`config.mk`:
```
export PLATFORM = sky130hd
export DESIGN_NAME = alu_arbiter
export DESIGN_NICKNAME = d
export VERILOG_FILES = /design/src/rtl/alu_pkg.sv /design/src/rtl/alu.sv /design/src/rtl/alu_arbiter.sv
export SDC_FILE = /design/constraint.sdc
export NUM_CORES = 1
export LEC_CHECK = 0
export BUFFER_PORTS_ARGS = -buffer_cell sky130_fd_sc_hd__buf_4
export CAP_MARGIN = 0
export CORE_ASPECT_RATIO = 0.9
export CORE_MARGIN = 10
export CORE_UTILIZATION = 24
export CTS_CLUSTER_SIZE = 12
export DETAILED_ROUTE_END_ITERATION = 8
export REMOVE_ABC_BUFFERS = 1
export SKIP_LAST_GASP = 1
export SLEW_MARGIN = 20
export SYNTH_ARGS = -nofsm -noshare
export SYNTH_HDL_FRONTEND = slang
export SYNTH_HIERARCHICAL = 1
export SYNTH_SLANG_ARGS = --single-unit
```
`constraint.sdc`:
```
create_clock -name clk_i -period 5.39 [get_ports clk_i]
set_input_delay 0.8085 -clock clk_i [delete_from_list [all_inputs] [get_ports clk_i]]
set_output_delay 0.8085 -clock clk_i [all_outputs]
set_load 0.01 [all_outputs]
```
`src/rtl/alu_pkg.sv`:
```
// Shared definitions for the two-port ALU arbiter: datapath width, opcode
// encoding and the opcode legality check.
package alu_pkg;

    localparam int DATA_W = 32;

    typedef enum logic [3:0] {
        OP_ADD  = 4'b0000,
        OP_SLL  = 4'b0001,
        OP_SLT  = 4'b0010,
        OP_SLTU = 4'b0011,
        OP_XOR  = 4'b0100,
        OP_SRL  = 4'b0101,
        OP_OR   = 4'b0110,
        OP_AND  = 4'b0111,
        OP_SUB  = 4'b1000,
        OP_SRA  = 4'b1101
    } alu_op_e;

    // True for the ten defined opcodes; every other code is reported as err.
    function automatic logic is_legal_op(input logic [3:0] op);
        case (op)
            OP_ADD, OP_SLL, OP_SLT, OP_SLTU, OP_XOR,
            OP_SRL, OP_OR, OP_AND, OP_SUB, OP_SRA: return 1'b1;
            default:                               return 1'b0;
        endcase
    endfunction

endpackage

```
`src/rtl/alu.sv`:
```
// Purely combinational 32-bit integer ALU. The shift amount arrives already
// masked to five bits so the shifter never sees the upper bits of b.
module alu
    import alu_pkg::*;
(
    input  logic [3:0]        op,
    input  logic [DATA_W-1:0] a,
    input  logic [DATA_W-1:0] b,
    input  logic [4:0]        shamt,
    output logic [DATA_W-1:0] result,
    output logic              err
);

    // Opcode decode; illegal codes yield zero data with err set.
    always_comb begin
        result = '0;
        err    = !is_legal_op(op);
        case (op)
            OP_ADD:  result = a + b;
            OP_SUB:  result = a - b;
            OP_SLL:  result = a << shamt;
            OP_SLT:  result = {{(DATA_W-1){1'b0}}, ($signed(a) < $signed(b))};
            OP_SLTU: result = {{(DATA_W-1){1'b0}}, (a < b)};
            OP_XOR:  result = a ^ b;
            OP_SRL:  result = a >> shamt;
            OP_SRA:  result = $unsigned($signed(a) >>> shamt);
            OP_OR:   result = a | b;
            OP_AND:  result = a & b;
            default: result = '0;
        endcase
    end

endmodule

```
`src/rtl/alu_arbiter.sv`:
```
// Two requesters share one ALU. Handshake rule for every channel: a transfer
// happens on a rising edge where valid and ready are both high; the producer
// holds its payload while valid is high and ready is low. Request ready is
// a combinational function of request valid, so a requester must never derive
// its valid from ready. Contention is resolved round-robin on last_grant.
module alu_arbiter
    import alu_pkg::*;
#(
    parameter int TAG_W = 4
) (
    input  logic                         clk_i,
    input  logic                         rst_i,
    input  logic                         flush_i,
    input  logic [1:0]                   req_valid_i,
    output logic [1:0]                   req_ready_o,
    input  logic [1:0][3:0]              req_op_i,
    input  logic [1:0][DATA_W-1:0]       req_a_i,
    input  logic [1:0][DATA_W-1:0]       req_b_i,
    input  logic [1:0][TAG_W-1:0]        req_tag_i,
    output logic [1:0]                   rsp_valid_o,
    input  logic [1:0]                   rsp_ready_i,
    output logic [1:0][DATA_W-1:0]       rsp_data_o,
    output logic [1:0][TAG_W-1:0]        rsp_tag_o,
    output logic [1:0]                   rsp_err_o
);

    logic              last_grant;
    logic [1:0]        elig;
    logic [1:0]        grant;
    logic              sel;
    logic [3:0]        op_m;
    logic [DATA_W-1:0] a_m;
    logic [DATA_W-1:0] b_m;
    logic [TAG_W-1:0]  tag_m;
    logic [DATA_W-1:0] alu_res;
    logic              alu_err;

    // A port may be granted when it has a request and its buffer is empty or
    // draining this edge; reset and flush suppress all grants.
    always_comb begin
        elig = '0;
        for (int r = 0; r < 2; r++) begin
            elig[r] = req_valid_i[r] && (!rsp_valid_o[r] || rsp_ready_i[r])
                      && !flush_i && !rst_i;
        end
    end

    // Round-robin pick: on contention the port that did not win last time wins.
    always_comb begin
        grant = elig;
        if (elig == 2'b11) begin
            grant = last_grant ? 2'b01 : 2'b10;
        end
    end

    assign req_ready_o = grant;
    assign sel         = grant[1];
    assign op_m        = req_op_i[sel];
    assign a_m         = req_a_i[sel];
    assign b_m         = req_b_i[sel];
    assign tag_m       = req_tag_i[sel];

    alu u_alu (
        .op     (op_m),
        .a      (a_m),
        .b      (b_m),
        .shamt  (b_m[4:0]),
        .result (alu_res),
        .err    (alu_err)
    );

    // Round-robin pointer and the two one-entry response buffers.
    always_ff @(posedge clk_i) begin
        if (rst_i) begin
            last_grant  <= 1'b1;
            rsp_valid_o <= '0;
            rsp_data_o  <= '0;
            rsp_tag_o   <= '0;
            rsp_err_o   <= '0;
        end else begin
            if (|grant) begin
                last_grant <= grant[1];
            end
            for (int r = 0; r < 2; r++) begin
                if (flush_i) begin
                    rsp_valid_o[r] <= 1'b0;
                end else if (grant[r]) begin
                    rsp_valid_o[r] <= 1'b1;
                    rsp_data_o[r]  <= alu_res;
                    rsp_tag_o[r]   <= tag_m;
                    rsp_err_o[r]   <= alu_err;
                end else if (rsp_ready_i[r]) begin
                    rsp_valid_o[r] <= 1'b0;
                end
            end
        end
    end

endmodule

```
# Yosys cells after proc, flatten, opt, wreduce, memory -nomap -nowiden
# Memories as Yosys holds them, arrays and structs flattened.
# Index checks and enable logic that the tools add are counted.
op_classes:
  div: 0
  order_cmp: 3
  addsub: 2
  multipliers: 0
  n_reduce_logical: 20
  shift: 3
  n_bitwise: 4
  n_mux: 15
  n_eq_ne: 10
op_table:
  columns: ["cell", "n"]
  rows:
  - ["case mux 32 bit (10 select lines)", 1]
  - ["2-to-1 mux 32 bit", 4]
  - ["< comparator 32 bit", 2]
  - ["adder 32 bit", 1]
  - ["bitwise AND 32 bit", 1]
  - ["OR 32 bit", 1]
  - ["left shift 32 x 5 -> 32 bit", 1]
  - [">> shifter 32 x 5 -> 32 bit", 1]
  - [">>> shifter 32 x 5 -> 32 bit", 1]
  - ["subtractor 32 bit", 1]
  - ["bitwise XOR 32 bit", 1]
  - ["equality test 4 x 3 -> 1 bit (second input constant)", 4]
  - ["2-to-1 mux 4 bit", 4]
  - ["equality test 4 x 2 -> 1 bit (second input constant)", 2]
  - ["equality test 4 bit (second input constant)", 2]
  - ["logical AND 1 bit", 6]
  - ["logical NOT 1 bit", 5]
  - ["equality test 4 x 1 -> 1 bit (second input constant)", 1]
  - ["logical NOT 4 bit", 1]
  - ["2-to-1 mux 1 bit", 4]
  - ["2-to-1 mux 2 bit", 2]
  - ["AND reduction 2 bit", 2]
  - ["nonzero test 2 bit", 2]
  - ["OR reduction 2 bit", 2]
  - ["other kinds (4)", 5]
totals:
  reg_bits: 77
  memories: 1
  ram_bits: 0
  latch_bits: 0
  elab_cells: 67
  rom_bits: 16
mem_list:
  columns: ["memory", "words", "word_bits", "read_ports", "rd_clocked_by_memory_dff", "write_ports", "line", "text"]
  rows:
  - ["(name not given)", 16, 1, 1, 0, 0, "alu_pkg.sv:22", "case (op)"]

# Longest topological paths before layout
# Gate-level depths: netlist of the first run.
logic_depth:
  ltp_word: 11
  ltp_mapped: 21
  ltp_nobuf: 18

# By module
# The synthesis of the first run kept the hierarchy.
by_module_without_submodules:
  columns: ["mod", "n_inst", "cells_each", "area_per_inst_um2"]
  rows:
  - ["alu", 1, 1342, 8700.8]
  - ["alu_arbiter", 1, 427, 3729.8]

# Least setup slack after synthesis of the first run
# No wires, ideal clock.
synth_path:
  path_type: "input to register"
  startpoint: "input port rsp_ready_i[0]"
  endpoint: "register rsp_data_o[27] (netlist bit)"
  arrival_ns: 4.615
  path_stages: 19
  setup_slack_ns: 0.705
  required_ns: 5.320
  path_cell_list: "nand2b_2 > a211oi_4 > buf_6 > nand2_4 > buf_6 > mux2_2 > inv_1 > ha_1 > o21ba_2 > or4_4 > a2111o_1 > and4_4 > a21oi_4 > a31oi_1 > o21a_1 > o221a_1 > o21ai_1 > nand3_1 > a21oi_1"
synth_between:
  elab_chain_len: 10
synth_lines:
  columns: ["item", "line", "text"]
  rows:
  - ["from (decl)", "alu_arbiter.sv:21", "input logic [1:0] rsp_ready_i,"]
  - ["logical OR 1 bit (*)", "alu_arbiter.sv:43", "elig[r] = req_valid_i[r] && (!rsp_valid_o[r] || rsp_ready_i[r])"]
  - ["logical AND 1 bit (*)", "alu_arbiter.sv:43", null]
  - ["logical AND 1 bit (*) (2 in a row)", "alu_arbiter.sv:44", "&& !flush_i && !rst_i;"]
  - ["equality test 2 bit (*)", "alu_arbiter.sv:51", "if (elig == 2'b11) begin"]
  - ["2-to-1 mux 2 bit (*)", "alu_arbiter.sv:51", null]
  - ["2-to-1 mux 32 bit (not written as such) (*) (2 in a row)", "alu_arbiter.sv:59", "assign a_m = req_a_i[sel];"]
  - ["via a_m[1]", "alu_arbiter.sv:32", "logic [DATA_W-1:0] a_m;"]
  - ["subtractor 32 bit (tied with other cells)", "alu.sv:20", "OP_SUB: result = a - b;"]
  - ["case mux 32 bit (10 select lines) (*)", "alu.sv:18", "case (op)"]
  - ["via alu_res[27]", "alu_arbiter.sv:35", "logic [DATA_W-1:0] alu_res;"]
  - ["to (signal, indexed assignment)", "alu_arbiter.sv:89", "rsp_data_o[r] <= alu_res;"]
  - ["to (decl)", "alu_arbiter.sv:22", "output logic [1:0][DATA_W-1:0] rsp_data_o,"]
# The timed path passes the listed nets; every way through them passes the cells marked *. The select of a mux whose other input is x is not followed.
# A chain may end at the register's enable or synchronous reset.

# Worst setup path in the final report of the first run
layout_path:
  startpoint: "input port req_valid_i[0]"
  endpoint: "register rsp_data_o[22] (netlist bit)"
layout_between:
  elab_chain_len: 9
layout_lines:
  columns: ["item", "line", "text"]
  rows:
  - ["from (decl)", "alu_arbiter.sv:14", "input logic [1:0] req_valid_i,"]
  - ["logical AND 1 bit (*)", "alu_arbiter.sv:43", null]
  - ["logical AND 1 bit (*) (2 in a row)", "alu_arbiter.sv:44", null]
  - ["equality test 2 bit (*)", "alu_arbiter.sv:51", null]
  - ["2-to-1 mux 2 bit (*)", "alu_arbiter.sv:51", null]
  - ["2-to-1 mux 32 bit (not written as such) (*) (2 in a row)", "alu_arbiter.sv:60", "assign b_m = req_b_i[sel];"]
  - ["via b_m[0]", "alu_arbiter.sv:33", "logic [DATA_W-1:0] b_m;"]
  - ["subtractor 32 bit (tied with other cells)", "alu.sv:20", null]
  - ["case mux 32 bit (10 select lines) (*)", "alu.sv:18", null]
  - ["via alu_res[22]", "alu_arbiter.sv:35", null]
# Marks and branches as above.

==> flow_summary.json, run 1 <==
{
  "ios": 229,
  "synthCells": 1769,
  "clk_pin_slew_ps": 60,
  "place_area_sq_um": 15600,
  "p_seq_frac": 0.195,
  "wl_per_cell_um": 23.9,
  "synth-async-reset-ratio": 0,
  "cts_tree": "built",
  "critical_path.slowest_cell": "fa_1",
  "drtAntennaViolNets": 0,
  "grt_pass1_vias": 14500,
  "ys_warn_count": 6,
  "start_kind": "input pin",
  "hold_violations": 0,
  "yosys.cell_types.count": 88,
  "path_class": "input pin to register",
  "holdCritPathClass": "register to register",
  "root_buffer": "clkbuf_16",
  "p_sw_frac": 0.439,
  "dieWidth_um": 260,
  "intPower_mw": 1.74,
  "areaGrowthSynthToFinish_pct": 28.5,
  "gp_congestion": 1.02,
  "first_iter_violations": 1749,
  "viasPerCell": 5.54,
  "htree_levels": 3,
  "hold_buffers": 0,
  "end_kind": "register",
  "ir_drop_mv": 0.153,
  "synth_top_flop_cell": "dfxtp_1",
  "vias": 15000,
  "cts_buffers": 9,
  "antenna_cells": 0,
  "relSlewSlack": 0.351,
  "grt_max_degree": 76,
  "synth-edff-count": 0,
  "n_fill_cell": 5587,
  "totalWireLength_mm": 64.8,
  "final_area_sq_um": 16000,
  "register_area_sq_um": 1540,
  "hpwl_mm": 52.8,
  "status": "finished, final reports clean",
  "power_density_nw_per_um2": 194,
  "die_area_sq_um": 61300,
  "leakage_nw": 6.92,
  "critPathBufInv": 3,
  "port_buffers": 228,
  "antenna_found_initial": 0,
  "clkPwrFrac": 0.224,
  "ys_ff_latch": 77,
  "drv_cap": 0,
  "setup_viol": 0,
  "p_sw_mw": 1.36,
  "synth_area_sq_um": 12400,
  "min_period_ps": 5120,
  "drcViolationCount": 0,
  "row_count": 79,
  "grt_pass1_wl_mm": 95.9,
  "skew_ps": 8.02,
  "drive_above_1_share": 0.263,
  "syn_avg_cell_area_sq_um": 7.03,
  "rsz0062_at_grt": "no",
  "fmax_mhz": 195,
  "cp_top_family": "compound AO/OA/AOI/OAI gates",
  "cp.arrival_ps": 5310,
  "critical_path.max_stage_delay_ps": 480,
  "drv_slew": 0,
  "tightest_slew_ps": 964,
  "grt_usage": 0.202,
  "firstDrtPassIters": 6,
  "fin_nets": 2266,
  "required_ps": 5580,
  "die_h_um": 236,
  "core_area_sq_um": 51500,
  "yosysSeqAreaShare": 0.124,
  "start_util": 0.241,
  "cp_max_fo": 15,
  "overflow": 0,
  "cts_sinks": 77,
  "clock_path_buffers": 2,
  "clk_latency_ps": 340,
  "combinationalPowerShare": 0.581,
  "crit_chain": "buf_4 > and2_4 > a211oi_4 > nand2_4 > buf_12 > mux2_4 > ha_1 > fa_1 > o21bai_1 > a31oi_1 > a211oi_2 > buf_4 > o31ai_1 > a211oi_1 > o31ai_1 > o32ai_1 > mux2i_1 > or3_1 > nand3_1 > a21oi_1",
  "multi_input_area_sq_um": 9930,
  "period_share": 0.951,
  "fin_hold_ws_ps": 453
}
[state kept, by name, summed over array words and instances (netlist names)]
signal       count
rsp_valid_o      2
rsp_data_o      64
rsp_tag_o        8
last_grant       1
rsp_err_o        2
[final timing paths]
check | cells past startpoint | end | startpoint | slack [ps]
hold / removal | 2 | rsp_data_o[41]$_SDFFE_PP0P_ | rsp_data_o[41]$_SDFFE_PP0P_ | 450
setup reg to reg | 19 | rsp_data_o[22]$_SDFFE_PP0P_ | rsp_valid_o[1]$_SDFFE_PP0P_ | 530
setup / recovery | 20 | rsp_data_o[22]$_SDFFE_PP0P_ | req_valid_i[0] | 270
hold reg to reg | 2 | rsp_data_o[41]$_SDFFE_PP0P_ | rsp_data_o[41]$_SDFFE_PP0P_ | 450
[layout make-up]
type	count	share of cell area
multi-input combinational	1449	0.621
tap	688	0.0539
sequential	77	0.0965
clock buffer	9	0.0141
clock inverter	6	0.00697
inverter	100	0.0235
timing repair buffer	379	0.184
[synthesized netlist by cell type, drive strengths merged, types with 7 or more instances]
cell type	instances	area (sq um)
a21oi	206	1040
nand2	193	732
nor2	163	614
o21ai	158	791
inv	98	368
ha	97	1210
clkbuf	92	345
mux2	84	980
dfxtp	77	1540
mux2i	66	661
nand3	65	325
buf	51	268
nor3	34	170
a211oi	33	265
a31oi	25	156
a21o	24	180
mux4	24	541
o211ai	19	148
nor2b	18	115
o21bai	18	135
nand2b	16	103
o22ai	16	106
o221ai	11	96.3
o31ai	11	82.6
a211o	10	87.6
a221oi	10	87.6
xor2	9	78.8
a21boi	8	60.1
and3	8	50.1
o21a	8	60.1
or3	8	50.1
and2	7	46.3
nand4	7	43.8
o311ai	7	61.3
[metal layers]
| metal | share of wire | track usage | vias up |
|---|---|---|---|
| li1 | - | - | 6923 |
| met1 | 0.44 | 0.274 | 7278 |
| met2 | 0.46 | 0.328 | 707 |
| met3 | 0.074 | 0.0264 | 81 |
| met4 | 0.030 | 0.0558 | 0 |
| met5 | 0 | 0 | - |
[power by group through the flow]
stage	Clock, mW	Combinational [mW]	Sequential [mW]
after floorplan	0	0.971	0.623
after global placement	0	1.76	0.615
after detailed placement	0	1.76	0.616
after CTS	0.704	1.77	0.603
after global routing	0.732	1.92	0.605
final	0.693	1.80	0.603
[cells in the final DEF, fill, tap and decap left out, types with 9 or more instances in the layout]
cell       instances
o21ai_0          152
a21oi_1          205
mux4_2            24
dfxtp_1           77
ha_1              97
nor3_1            33
mux2i_1           66
a21o_1            24
inv_1             97
a31oi_1           25
o211ai_1          18
o31ai_1           11
clkbuf_16          9
a211o_1           10
mux2_2            73
o21bai_1          18
nand2b_1          15
mux2_4            11
nand2_1          192
xor2_1             9
o22ai_1           15
buf_4            372
o221ai_1          11
nand3_1           65
nor2b_1           17
nor2_1           162
a221oi_1          10
a211oi_1          31
[tightest hold or removal path, delay by kind of cell, from the launching register on]
family / cells / cell delay (ps)
compound gates: 1 / 50
simple gates: 1 / 50
flops: 1 / 310
[kinds of logic after synthesis]
kind of cell,after synthesis,share of synthesized area
AO/OA/AOI/OAI,626,0.319
XOR/XNOR,15,0.0106
adder cells (fa/ha/maj),99,0.101
buffers and inverters,243,0.0795
flip-flops,77,0.124
multiplexers,174,0.175
AND/OR/NAND/NOR,535,0.191
[through the flow]
| step | total power [mW] | utilization | cells | worst slack [ps] | TNS (ps) |
|---|---|---|---|---|---|
| 6_report | 3.10 | 0.310 | 2708 | 266 | 0 |
| 5_1_grt | 3.26 | 0.310 | 2708 | 20.0 | 0 |
| 4_1_cts | 3.08 | 0.310 | 2708 | 93.1 | 0 |
| 3_5_place_dp | 2.38 | 0.303 | 2693 | -228 | -1570 |
| 3_3_place_gp | 2.38 | 0.303 | 2693 | -101 | -398 |
| 2_1_floorplan | 1.59 | - | 1626 | -1360 | -52080 |
[what timing repair did]
| item | 4_1_cts | 5_1_grt |
|---|---|---|
| resized for setup | 0 | 3 |
| endpoints found under the setup margin | 0 | 10 |
| buffers inserted | 0 | 0 |
No activity file was read; power rests on OpenSTA's default activity.
==> run 2, diff against run 1 <==
CORE_MARGIN = 2   (was 10)
RECOVER_POWER = 50   (was default)
==> flow_summary.json, run 2 (synthesis results as in run 1) <==
{
  "start_util": 0.242,
  "drv_cap": 0,
  "cp.arrival_ps": 5330,
  "final_common_cell": "buf_4",
  "start_kind": "input pin",
  "critical_path.max_stage_delay_ps": 630,
  "ios": 229,
  "tightest_slew_ps": 1040,
  "gp_congestion": 0.985,
  "cts_tree": "built",
  "regToRegStartpoint": "rsp_valid_o[1]$_SDFFE_PP0P_",
  "first_iter_violations": 1800,
  "drcViolationCount": 0,
  "htree_levels": 3,
  "holdCritPathClass": "register to register",
  "cp_common_cell": "buf_4",
  "row_count": 79,
  "critical_path.slowest_cell": "or4_1",
  "totalWireLength_mm": 64.2,
  "fin_hold_ws_ps": 455,
  "grt_pass1_vias": 14300,
  "fmax_mhz": 197,
  "cp_max_fo": 17,
  "port_buffers": 228,
  "areaGrowthSynthToFinish_pct": 28.3,
  "drive_above_1_share": 0.241,
  "die_h_um": 220,
  "clock_path_buffers": 2,
  "post_cts_resized": 0,
  "setup_viol": 0,
  "required_ps": 5650,
  "grt_usage": 0.230,
  "dieWidth_um": 244,
  "wl_per_cell_um": 23.3,
  "status": "finished, final reports clean",
  "end_kind": "register",
  "relSlewSlack": 0.303,
  "antenna_found_initial": 1,
  "crit_chain": "clkbuf_4 > nand2b_2 > a211oi_4 > nand2_4 > buf_12 > buf_4 > mux2_4 > inv_1 > ha_1 > or4_1 > nor3_1 > o311ai_0 > buf_4 > nand4_1 > buf_4 > nand2_1 > buf_4 > o22ai_1 > nor2_1 > o221ai_1 > nand3_1 > a21oi_1",
  "viasPerCell": 5.46,
  "min_period_ps": 5070,
  "fin_util": 0.310,
  "n_fill_cell": 5703,
  "period_share": 0.941,
  "cts_setup_buffers": 0,
  "clk_pin_slew_ps": 60,
  "die_area_sq_um": 53600,
  "final_cell_mix": "buf_4, a21oi_1, nand2_1",
  "core_area_sq_um": 51400,
  "largest_reg_flops": 64,
  "leakage_nw": 6.77,
  "grt_pass1_wl_mm": 92.9,
  "clk_latency_ps": 330,
  "rr_worst_depth": 21,
  "drv_slew": 0,
  "drtAntennaViolNets": 0,
  "cts_buffers": 9,
  "endpoint": "rsp_data_o[26]$_SDFFE_PP0P_",
  "timing.rr.end": "rsp_data_o[26]$_SDFFE_PP0P_",
  "reg_top3": "rsp_data_o x64, rsp_tag_o x8",
  "cts_sinks": 77,
  "hpwl_mm": 52.0,
  "hold_buffers": 0,
  "skew_ps": 5.30,
  "grt_max_degree": 76,
  "cp-startpoint": "rsp_ready_i[0]",
  "ir_drop_mv": 0.158,
  "reg2reg_slack_ps": 530,
  "overflow": 0,
  "vias": 15000,
  "top_register": "rsp_data_o",
  "fin_nets": 2310,
  "hold_start": "rsp_data_o[52]$_SDFFE_PP0P_",
  "path_class": "input pin to register",
  "power_density_nw_per_um2": 190,
  "firstDrtPassIters": 6,
  "rsz0062_at_grt": "no",
  "hold_violations": 0,
  "root_buffer": "clkbuf_16",
  "antenna_cells": 0
}
[run 2: layout make-up]
class / instances / area, sq um / share of cell area
clock inverters: 3 / 45.0 / 0.00282
repair buffers: 423 / 2970 / 0.186
well taps: 688 / 861 / 0.0540
clock buffers: 13 / 250 / 0.0157
inverters: 100 / 375 / 0.0235
flip-flops and latches: 77 / 1540 / 0.0966
multi-input cells: 1449 / 9910 / 0.621
[run 2: worst min-delay path by stage]
stage | endpoint | cells after the start
after CTS | rsp_data_o[52]$_SDFFE_PP0P_ | 2
after global routing | rsp_data_o[39]$_SDFFE_PP0P_ | 2
final | rsp_data_o[52]$_SDFFE_PP0P_ | 2
after detailed placement | rsp_data_o[52]$_SDFFE_PP0P_ | 2
after floorplan | rsp_data_o[32]$_SDFFE_PP0P_ | 2
after global placement | rsp_tag_o[6]$_SDFFE_PP0P_ | 2
[run 2: critical path: cells and delay by family]
kind / cells / cell delay [ps]
compound gates: 5 / 1140
fa+ha+maj: 1 / 240
buf+inv: 7 / 1080
mux: 1 / 360
simple gates: 8 / 1650
[run 2: where the power goes]
group | internal [mW] | switching [mW] | leakage, nW
registers | 0.591 | 0.0117 | 0.624
clock network | 0.372 | 0.228 | 0.136
logic | 0.715 | 1.11 | 6.01
total | 1.68 | 1.35 | 6.77
[run 2: metrics by stage]
| step | std cells | power [mW] | cell area, sq um | worst slack, ps | setup TNS, ps |
|---|---|---|---|---|---|
| floorplan | 1626 | 1.59 | 11800 | -1360 | -52080 |
| global placement | 2737 | 2.42 | 15900 | 24.9 | 0 |
| detailed placement | 2737 | 2.42 | 15900 | 47.9 | 0 |
| CTS | 2753 | 3.03 | 16200 | 366 | 0 |
| global route | 2753 | 3.19 | 16000 | 15.5 | 0 |
| finish | 2753 | 3.03 | 16000 | 318 | 0 |
[run 2: metal layers]
layer / vias to the layer above / global-route usage / part of all wire
li1: 7020 / - / -
met5: - / 0 / 0
met3: 84 / 0.0306 / 0.071
met1: 7253 / 0.315 / 0.45
met2: 675 / 0.368 / 0.44
met4: 0 / 0.0803 / 0.041
==> run 3, diff against run 2 <==
CELL_PAD_IN_SITES_DETAIL_PLACEMENT = 0   (was default)
CELL_PAD_IN_SITES_GLOBAL_PLACEMENT = 1   (was default)
PLACE_DENSITY_LB_ADDON = 0.1   (was default)
==> flow_summary.json, run 3 (synthesis results as in run 1) <==
{
  "relSlewSlack": 0.396,
  "intPower_mw": 1.73,
  "cts_sinks": 77,
  "die_area_sq_um": 53600,
  "ios": 229,
  "combinationalPowerShare": 0.594,
  "start_kind": "input pin",
  "p_sw_frac": 0.444,
  "fin_util": 0.312,
  "skew_ps": 5.36,
  "port_buffers": 228,
  "critical_path.max_stage_delay_ps": 570,
  "status": "finished, final reports clean",
  "clk_latency_ps": 350,
  "drv_slew": 0,
  "grt_usage": 0.249,
  "totalWireLength_mm": 68.7,
  "dieWidth_um": 244,
  "rsz0062_at_grt": "no",
  "largest_reg_flops": 64,
  "grt_pass1_wl_mm": 98.8,
  "viasPerCell": 5.34,
  "top_register": "rsp_data_o",
  "antenna_found_initial": 1,
  "root_buffer": "clkbuf_16",
  "critical_path.slowest_cell": "a21boi_0",
  "drv_cap": 0,
  "holdCritPathClass": "register to register",
  "overflow": 0,
  "fmax_mhz": 189,
  "place_area_sq_um": 16000,
  "gp_congestion": 0.936,
  "antenna_cells": 0,
  "die_h_um": 220,
  "post_cts_resized": 0,
  "min_period_ps": 5290,
  "cp_max_fo": 9,
  "hpwl_mm": 55.6,
  "drive_above_1_share": 0.244,
  "clk_pin_slew_ps": 60,
  "drtAntennaViolNets": 0,
  "final_cell_mix": "buf_4, a21oi_1, nand2_1",
  "htree_levels": 3,
  "power_density_nw_per_um2": 194,
  "required_ps": 5660,
  "start_util": 0.242,
  "vias": 14700,
  "wl_per_cell_um": 24.9,
  "core_area_sq_um": 51400,
  "hold_buffers": 0,
  "cp_top_family": "compound AO/OA/AOI/OAI gates",
  "ir_drop_mv": 0.151,
  "end_kind": "register",
  "cp_common_cell": "buf_4",
  "cts_tree": "built",
  "cts_setup_buffers": 0,
  "first_iter_violations": 1035,
  "firstDrtPassIters": 7,
  "row_count": 79,
  "clock_path_buffers": 2,
  "critPathBufInv": 5,
  "cts_buffers": 9,
  "p_sw_mw": 1.39,
  "tightest_slew_ps": 906,
  "crit_chain": "clkbuf_4 > nand2b_2 > a211oi_4 > nand2_4 > buf_4 > mux2_4 > inv_1 > buf_4 > fa_1 > nor2b_1 > o31a_1 > o311ai_1 > buf_4 > a21boi_0 > a211oi_1 > o21ai_0 > a221oi_1 > o221ai_1 > nand3_1 > a21oi_1",
  "final_common_cell": "buf_4",
  "leakage_nw": 6.85,
  "fin_nets": 2318,
  "path_class": "input pin to register",
  "n_fill_cell": 5751,
  "clkPwrFrac": 0.213,
  "final_area_sq_um": 16100,
  "setup_viol": 0,
  "hold_violations": 0,
  "p_seq_frac": 0.193,
  "drcViolationCount": 0,
  "cp.arrival_ps": 5560,
  "grt_pass1_vias": 14200,
  "period_share": 0.981,
  "areaGrowthSynthToFinish_pct": 29.2,
  "reg_top3": "rsp_data_o x64, rsp_tag_o x8",
  "grt_max_degree": 76
}
run 3: path summary, 6_finish.rpt:
kind / slack (ps) / start / cells past startpoint / end
worst max-delay path: 100 / rsp_ready_i[0] / 20 / rsp_data_o[26]$_SDFFE_PP0P_
worst max register to register: 360 / last_grant$_SDFFE_PP1P_ / 19 / rsp_data_o[26]$_SDFFE_PP0P_
worst min-delay path: 450 / rsp_data_o[38]$_SDFFE_PP0P_ / 2 / rsp_data_o[38]$_SDFFE_PP0P_
worst min register to register: 450 / rsp_data_o[38]$_SDFFE_PP0P_ / 2 / rsp_data_o[38]$_SDFFE_PP0P_
run 3: final cells by class:
| cell class | count | area, sq um | share of cell area |
|---|---|---|---|
| clock buffers | 14 | 294 | 0.0183 |
| clock inverters | 2 | 37.5 | 0.00234 |
| inverters | 100 | 375 | 0.0234 |
| multi-input cells | 1449 | 9910 | 0.617 |
| flip-flops and latches | 77 | 1540 | 0.0960 |
| well taps | 688 | 861 | 0.0536 |
| repair buffers | 431 | 3040 | 0.189 |
run 3: through the flow:
step	cells	worst slack (ps)	TNS (ps)	hold slack, ps	total power [mW]
floorplan	1626	-1360	-52080	474	1.59
global placement	2745	-118	-451	445	2.49
detailed placement	2745	-78.0	-362	449	2.47
CTS	2761	254	0	458	3.15
global route	2761	18.5	0	468	3.31
finish	2761	100	0	451	3.12
run 3: tightest hold or removal path: stages, from the launching register on:
cell and delay [ps]:
dfxtp_1 310, nand2_1 50, a21oi_1 50
run 3: layer usage:
metal  track usage  wire length (um)
met4        0.0736              2170
met1         0.335             31400
met3        0.0390              3800
met2         0.408             31400
met5             0                 0
run 3: power groups by stage:
stage               logic (mW)  clock network [mW]  registers [mW]
CTS                       1.87               0.685           0.603
floorplan                0.971                   0           0.623
finish                    1.85               0.664           0.602
global placement          1.87                   0           0.615
detailed placement        1.86                   0           0.615
global route              1.99               0.711           0.604
